## src/rtl/adder_pkg.sv

```systemverilog
// rtl/adder_pkg.sv - shared types and sizing helpers for the pipelined adder
package adder_pkg;

   // Operation select as seen on the sub input
   typedef enum logic {
      OP_ADD = 1'b0,
      OP_SUB = 1'b1
   } adder_op_t;

   // Width of one pipeline chunk; callers guarantee width is a multiple of stages
   function automatic int chunk_bits(input int width, input int stages);
      return width / stages;
   endfunction

endpackage

```

## src/rtl/adder_chunk.sv

```systemverilog
// rtl/adder_chunk.sv - combinational CHUNK-bit ripple-carry adder slice
module adder_chunk #(
   parameter int CHUNK = 4
) (
   input  logic [CHUNK-1:0] a,
   input  logic [CHUNK-1:0] b,
   input  logic             cin,
   output logic [CHUNK-1:0] s,
   output logic             cout
);

   logic carry;

   // Bit-serial ripple: each sum bit uses the carry produced by the bit below
   always_comb begin
      carry = cin;
      s     = '0;
      for (int k = 0; k < CHUNK; k++) begin
         s[k]  = a[k] ^ b[k] ^ carry;
         carry = (a[k] & b[k]) | (carry & (a[k] ^ b[k]));
      end
      cout = carry;
   end

endmodule

```

## src/rtl/adder_pipelined.sv

```systemverilog
// rtl/adder_pipelined.sv - pipelined adder/subtractor with valid/ready handshakes
module adder_pipelined
   import adder_pkg::*;
#(
   parameter int WIDTH  = 8,
   parameter int STAGES = 2
) (
   input  logic             clk,
   input  logic             rst,
   input  logic             in_valid,
   output logic             in_ready,
   input  logic [WIDTH-1:0] a,
   input  logic [WIDTH-1:0] b,
   input  logic             cin,
   input  logic             sub,
   output logic             out_valid,
   input  logic             out_ready,
   output logic [WIDTH-1:0] s,
   output logic             cout,
   output logic             overflow
);

   localparam int CHUNK = chunk_bits(WIDTH, STAGES);

   if ((STAGES < 1) || (WIDTH % STAGES != 0)) begin : g_width_check
      $error("adder_pipelined: WIDTH must be a non-zero multiple of STAGES");
   end

   // Rank 0 is the operand register filled at accept; rank i+1 holds the
   // result of chunk stage i. The last rank drives the outputs.
   logic [STAGES:0]    vld_q;

   // Operands presented to stage i (b already conditioned for subtraction)
   logic [WIDTH-1:0]   opa_q [STAGES];
   logic [WIDTH-1:0]   opb_q [STAGES];
   logic               c0_q;

   // Partial sum and carry produced by stage i
   logic [WIDTH-1:0]   s_q   [STAGES];
   logic [WIDTH-1:0]   s_d   [STAGES];
   logic [STAGES-1:0]  c_q;
   logic [STAGES-1:0]  c_d;
   logic [CHUNK-1:0]   ch_s  [STAGES];

   logic               ovf_q;
   logic               ovf_d;

   logic               stall;
   logic               accept;
   adder_op_t          op;
   logic [WIDTH-1:0]   b_eff;
   logic               c_eff;

   // The whole pipe freezes only when the output holds a result nobody takes
   assign stall    = vld_q[STAGES] & ~out_ready;
   assign in_ready = ~stall;
   assign accept   = in_valid & in_ready;

   // Subtraction is a + ~b + ~cin, so invert b and the incoming carry
   assign op    = adder_op_t'(sub);
   assign b_eff = (op == OP_SUB) ? ~b : b;
   assign c_eff = (op == OP_SUB) ? ~cin : cin;

   for (genvar i = 0; i < STAGES; i++) begin : g_stage
      logic             cin_w;
      logic [WIDTH-1:0] part_w;

      if (i == 0) begin : g_first
         assign cin_w  = c0_q;
         assign part_w = '0;
      end else begin : g_rest
         assign cin_w  = c_q[i-1];
         assign part_w = s_q[i-1];
      end

      adder_chunk #(
         .CHUNK (CHUNK)
      ) u_chunk (
         .a    (opa_q[i][i*CHUNK +: CHUNK]),
         .b    (opb_q[i][i*CHUNK +: CHUNK]),
         .cin  (cin_w),
         .s    (ch_s[i]),
         .cout (c_d[i])
      );

      // Lower chunks come from earlier stages; chunk i and above are still zero
      assign s_d[i] = part_w | (WIDTH'(ch_s[i]) << (i * CHUNK));
   end

   // Sign-bit rule on the conditioned operands, resolved where the top chunk is added
   assign ovf_d = (opa_q[STAGES-1][WIDTH-1] == opb_q[STAGES-1][WIDTH-1]) &&
                  (ch_s[STAGES-1][CHUNK-1] != opa_q[STAGES-1][WIDTH-1]);

   // Pipeline ranks: cleared by reset, frozen on stall, otherwise shift one rank
   always_ff @(posedge clk or posedge rst) begin
      if (rst) begin
         vld_q <= '0;
         c0_q  <= 1'b0;
         c_q   <= '0;
         ovf_q <= 1'b0;
         for (int i = 0; i < STAGES; i++) begin
            opa_q[i] <= '0;
            opb_q[i] <= '0;
            s_q[i]   <= '0;
         end
      end else if (!stall) begin
         vld_q[0] <= accept;
         opa_q[0] <= a;
         opb_q[0] <= b_eff;
         c0_q     <= c_eff;
         for (int i = 0; i < STAGES; i++) begin
            vld_q[i+1] <= vld_q[i];
            s_q[i]     <= s_d[i];
         end
         for (int i = 1; i < STAGES; i++) begin
            opa_q[i] <= opa_q[i-1];
            opb_q[i] <= opb_q[i-1];
         end
         c_q   <= c_d;
         ovf_q <= ovf_d;
      end
   end

   assign out_valid = vld_q[STAGES];
   assign s         = s_q[STAGES-1];
   assign cout      = c_q[STAGES-1];
   assign overflow  = ovf_q;

endmodule

```

## config.mk

```make
export PLATFORM = sky130hd
export DESIGN_NAME = adder_pipelined
export DESIGN_NICKNAME = d
export VERILOG_FILES = /design/src/rtl/adder_pkg.sv /design/src/rtl/adder_chunk.sv /design/src/rtl/adder_pipelined.sv
export SDC_FILE = /design/constraint.sdc
export NUM_CORES = 1
export LEC_CHECK = 0
export ABC_AREA = 1
export CORE_MARGIN = 2
export CORE_UTILIZATION = 25
export CTS_CLUSTER_SIZE = 16
export DETAILED_ROUTE_END_ITERATION = 7
export GPL_TIMING_DRIVEN = 0
export PLACE_DENSITY_LB_ADDON = 0.3
export SYNTH_ARGS = -nofsm -noshare
export SYNTH_HDL_FRONTEND = slang
export SYNTH_HIERARCHICAL = 1
export SYNTH_SLANG_ARGS = --single-unit
```

## constraint.sdc

```tcl
create_clock -name clk -period 3.1 [get_ports clk]
set_clock_uncertainty 0.2 [all_clocks]
set_input_delay 0.62 -clock clk [delete_from_list [all_inputs] [get_ports clk]]
set_output_delay 0.62 -clock clk [all_outputs]
set_load 0.03 [all_outputs]
```

==> flow_metrics.tcl, run 1 <==
set metrics [dict create \
    boundaryPins 34 \
    start_util 0.256 \
    syn_nets 252 \
    seq_power_share 0.420 \
    rsz0062_at_grt "false" \
    grt_max_degree 32 \
    cp.arrival_ps 2190 \
    vias 1371 \
    root_buffer "clkbuf_8" \
    worstMarginPinSlew_ps 329 \
    firstDrtPassIters 4 \
    preCtsSetupSlack_ps 78.1 \
    setup_tns_ps 0 \
    avgSynthCellArea_sq_um 8.83 \
    hold_buffers 0 \
    hold_viol 0 \
    cts-resized-gates 0 \
    crit_type "input pin to output port" \
    cap_violations 0 \
    drtIter0Drc 59 \
    n_antenna_cell 0 \
    die-area_sq_um 8560 \
    antenna_found_initial 0 \
    synthCells 222 \
    crit_required_ps 2280 \
    power_density_nw_per_um2 847 \
    routed_wl_mm 3.88 \
    max-slew-margin-rel 0.780 \
    grt_pass1_vias 1451 \
    clock.fmax_mhz 332 \
    ir_drop_uv 224 \
    setup_viol 0 \
    insertion_delay_ps 280 \
    hpwl_mm 2.84 \
    power_leakage_nw 1.31 \
    final_cells 363 \
    finalMaxSlewViolations 0 \
    status "completed" \
    p_sw_frac 0.394 \
    coreArea_sq_um 7650 \
    wire_per_inst_um 10.7 \
    fin_crit_ps 3010 \
    internal_power_w 0.00128 \
    cts_tree "built" \
    setup_slack_ps 88.7 \
    viasPerCell 3.78 \
    cts.sinks 43 \
    clockBufferDepth 2 \
    start_kind "input pin" \
    grt_pass1_wl_mm 6.82 \
    crit_fanout 10 \
    cts_made_buffers 5 \
    clock_power_share 0.155 \
    numPortBuffers 32 \
    cp-end-kind "output port" \
    worst_path_most_repeated_cell "clkdlybuf4s50_1" \
    final_util 0.327 \
    rows 32 \
    netlist_area_sq_um 1960 \
    die_x_um 92.5 \
    ys_warn_count 6 \
    slowest_stage "clkdlybuf4s50_1" \
    synthDistinctLibCells 14 \
    cts_max_level 2 \
    area_growth_pct 27.6 \
    globalRoute.totalOverflow 0 \
    clk_pin_slew_ps 80 \
    comb_power_share 0.424 \
    track_usage 0.103 \
    power_switching_w 0.000834 \
    placedCellCount 357 \
    finalCritPeriodShare 0.971 \
    post_cts_buffers 0 \
    layout.nets 292 \
    dieHeight_um 92.5 \
    max_stage_delay_ps 680 \
    drive_gt1_frac 0.0690 \
    drcViolationCount 0 \
    ys_seq_area_frac 0.549 \
    hp-class "flip-flop to flip-flop" \
    synth_seq_cells 43 \
    path_cells "clkdlybuf4s50_1 > nor2_4 > inv_2 > buf_4 > clkdlybuf4s50_1" \
    ant_nets 0 \
    gp_congestion 0.728 \
]
-- cell usage after synthesis (all sizes together) --
cell type	count	area share
buf	9	0.027
dfrtp	43	0.55
fa	8	0.082
inv	27	0.052
nand2	117	0.22
nand3	1	0.0026
nor2	2	0.0077
o21ai	6	0.015
xor2	9	0.040
-- layout make-up --
class / count / area (sq um)
sequential: 43 / 1080
tap: 102 / 128
clock buffer: 6 / 72.6
buffer: 9 / 53.8
inverter: 27 / 101
multi-input combinational: 143 / 728
timing repair buffer: 33 / 340
fill: 820 / 5150
-- worst max-delay path, delay by kind of cell --
kind                   cells  cell delay, ps
buffers and inverters      4            1500
AND/OR/NAND/NOR            1              80
-- logic make-up after synthesis --
kind of cell               count (synthesis)  synth area share
and+or+nand+nor                          120             0.234
AOI/OAI and AO/OA                          6            0.0153
buffers and inverters                     36            0.0792
DFF                                       43             0.549
adders and majority gates                  8            0.0817
xor gates and xnor gates                   9            0.0402
-- power groups by stage --
stage	clock (W)	combinational, W	sequential [W]
after floorplan	0	0.000473	0.00102
after global placement	0	0.000895	0.000897
after detailed placement	0	0.000924	0.000901
after CTS	0.000341	0.000929	0.000892
after global routing	0.000370	0.00104	0.000918
final	0.000329	0.000898	0.000889
-- per-layer routing --
layer,global-route usage,vias to the layer above,share of wire
met4,0.0261,0,0.0059
met3,0.0277,2,0.044
li1,-,720,-
met5,0,-,0
met2,0.164,27,0.45
met1,0.139,622,0.50
-- per-stage QoR --
step	power [W]	instance area [sq um]	hold WS (ps)
after floorplan	0.00149	1960	220
after global placement	0.00179	2410	234
after detailed placement	0.00183	2430	242
after CTS	0.00216	2500	262
after global routing	0.00233	2500	271
final	0.00212	2500	255
-- flip-flops by register name (all words and copies together) (netlist names) --
| register | flops |
|---|---|
| s | 8 |
| c_q | 2 |
| overflow | 1 |
| vld_q | 3 |
| opa_q | 12 |
| g_stage.part_w | 4 |
| opb_q | 12 |
| c0_q | 1 |
-- worst paths after layout --
path	from	end	slack [ps]	cells after the start
hold / removal	vld_q[1]$_DFFE_PP0N_	vld_q[2]$_DFFE_PP0N_	250	2
min in group asynchronous	rst	opa_q[6]$_DFFE_PP0N_	400	2
setup reg to reg	opa_q[4]$_DFFE_PP0N_	overflow$_DFFE_PP0N_	550	13
hold reg to reg	vld_q[1]$_DFFE_PP0N_	vld_q[2]$_DFFE_PP0N_	250	2
setup / recovery	out_ready	in_ready	90	5
max in group asynchronous	rst	opb_q[8]$_DFFE_PP0N_	1830	3
-- cell usage in the layout (no fill, tap or decap), types with 2 or more instances in the layout --
| master | n |
|---|---|
| buf_2 | 7 |
| inv_2 | 2 |
| dfrtp_1 | 43 |
| clkdlybuf4s50_1 | 32 |
| o21ai_1 | 2 |
| xor2_1 | 9 |
| clkbuf_8 | 5 |
| fa_1 | 8 |
| inv_1 | 25 |
| nand2_1 | 117 |
| o21ai_0 | 4 |
Note: power is estimated with default switching activity, not from simulation.
==> inputs of run 2 (changes only) <==
- CTS_CLUSTER_SIZE: 16 -> not set
==> results of run 2 <==
The final DEF is identical to that of run 1; final timing and power are the same.
==> inputs of run 3 (changes only) <==
- CORE_MARGIN: 2 -> 5
==> run 3 against run 2 <==
Net effect:
- utilization down 0.17 points
- fmax about the same
- setup slack got worse by 2.3 ps
- sequential share of layout area stayed put
- global-route usage shrank 1.1 points
- sequential power about the same
- die area is 13% higher
- critical path type unchanged
- largest cell class unchanged
==> flow_metrics.tcl, run 3 (synthesized netlist as in run 1, its figures left out) <==
set metrics [dict create \
    status "completed" \
    grt_pass1_wl_mm 7.12 \
    setup_viol 0 \
    finalMaxSlewViolations 0 \
    boundaryPins 34 \
    rows 32 \
    root_buffer "clkbuf_8" \
    insertion_delay_ps 290 \
    die-area_sq_um 9710 \
    rsz0062_at_grt "false" \
    cts_tree "built" \
    fin_crit_ps 3010 \
    layout_common_cells "117 x nand2_1, 43 x dfrtp_1, 32 x clkdlybuf4s50_1" \
    worstMarginPinSlew_ps 384 \
    rrSetupSlack_ps 490 \
    hp-class "flip-flop to flip-flop" \
    clock.fmax_mhz 332 \
    cap_violations 0 \
    hold_viol 0 \
    layout.nets 292 \
    antenna_found_initial 0 \
    cts_made_buffers 5 \
    wire_per_inst_um 10.9 \
    clk_pin_slew_ps 70 \
    cts.sinks 43 \
    drcViolationCount 0 \
    cp.arrival_ps 2190 \
    crit_fanout 10 \
    finalPower_w 0.00211 \
    area_growth_pct 27.6 \
    ant_nets 0 \
    die_x_um 98.5 \
    crit_required_ps 2280 \
    drtIter0Drc 40 \
    grt_pass1_vias 1427 \
    gp_congestion 0.724 \
    grt_max_degree 29 \
    final_util 0.325 \
    viasPerCell 3.79 \
    dieHeight_um 98.5 \
    globalRoute.totalOverflow 0 \
    ff2ff_path_depth 13 \
    power_leakage_nw 1.31 \
    routed_wl_mm 3.97 \
    drive_gt1_frac 0.0690 \
    cts-resized-gates 0 \
    min_path_cells 2 \
    hold_ws_ps 257 \
    finalCritPeriodShare 0.972 \
    track_usage 0.0922 \
    n_antenna_cell 0 \
    setup_slack_ps 86.4 \
    setup_tns_ps 0 \
    cts_max_level 2 \
    vias 1376 \
    hpwl_mm 2.89 \
    start_kind "input pin" \
    coreArea_sq_um 7690 \
    numPortBuffers 32 \
    start_util 0.255 \
    max-slew-margin-rel 0.743 \
    hold_buffers 0 \
    final_common_cell "nand2_1" \
    power_density_nw_per_um2 845 \
    ir_drop_uv 212 \
    clockBufferDepth 2 \
    preCtsSetupSlack_ps 80.4 \
    post_cts_buffers 0 \
    firstDrtPassIters 4 \
    crit_type "input pin to output port" \
    cp-end-kind "output port" \
]
run 3: cell counts in the layout (fill, tap and decap cells not counted):
Identical to the previous run, type by type.
run 3: worst max-delay path: stages:
cell and delay [ps]:
clkdlybuf4s50_1 510, nor2_4 80, inv_2 120, buf_4 180
clkdlybuf4s50_1 680
run 3: power by group:
part	internal, W	leakage [nW]	switching (W)
clock network	0.000150	0.0371	0.000175
logic	0.000361	0.749	0.000536
registers	0.000769	0.520	0.000119
total	0.00128	1.31	0.000830
run 3: metrics by stage:
step / instance area (sq um) / cells
global route: 2500 / 363
floorplan: 1960 / 222
CTS: 2500 / 363
detailed placement: 2430 / 357
global placement: 2410 / 356
finish: 2500 / 363
run 3: final cells by class:
cell class                      count  area [sq um]
Tap cell                          102           128
Multi-Input combinational cell    143           728
Clock buffer                        6          72.6
Fill cell                         835          5190
Buffer                              9          53.8
Sequential cell                    43          1080
Timing Repair Buffer               33           340
Inverter                           27           101
run 3: layer usage:
layer	vias up	global-route usage	wire length, um
li1	717	-	-
met5	-	0	0
met3	3	0.0347	208
met2	30	0.132	1760
met1	626	0.130	1970
met4	0	0.0284	28
run 3: worst paths after layout:
| path | from | end |
|---|---|---|
| setup / recovery | out_ready | in_ready |
| hold / removal | vld_q[1]$_DFFE_PP0N_ | vld_q[2]$_DFFE_PP0N_ |
| setup reg to reg | opa_q[4]$_DFFE_PP0N_ | overflow$_DFFE_PP0N_ |
| hold reg to reg | vld_q[1]$_DFFE_PP0N_ | vld_q[2]$_DFFE_PP0N_ |
| max in group asynchronous | rst | opb_q[9]$_DFFE_PP0N_ |
| min in group asynchronous | rst | vld_q[1]$_DFFE_PP0N_ |
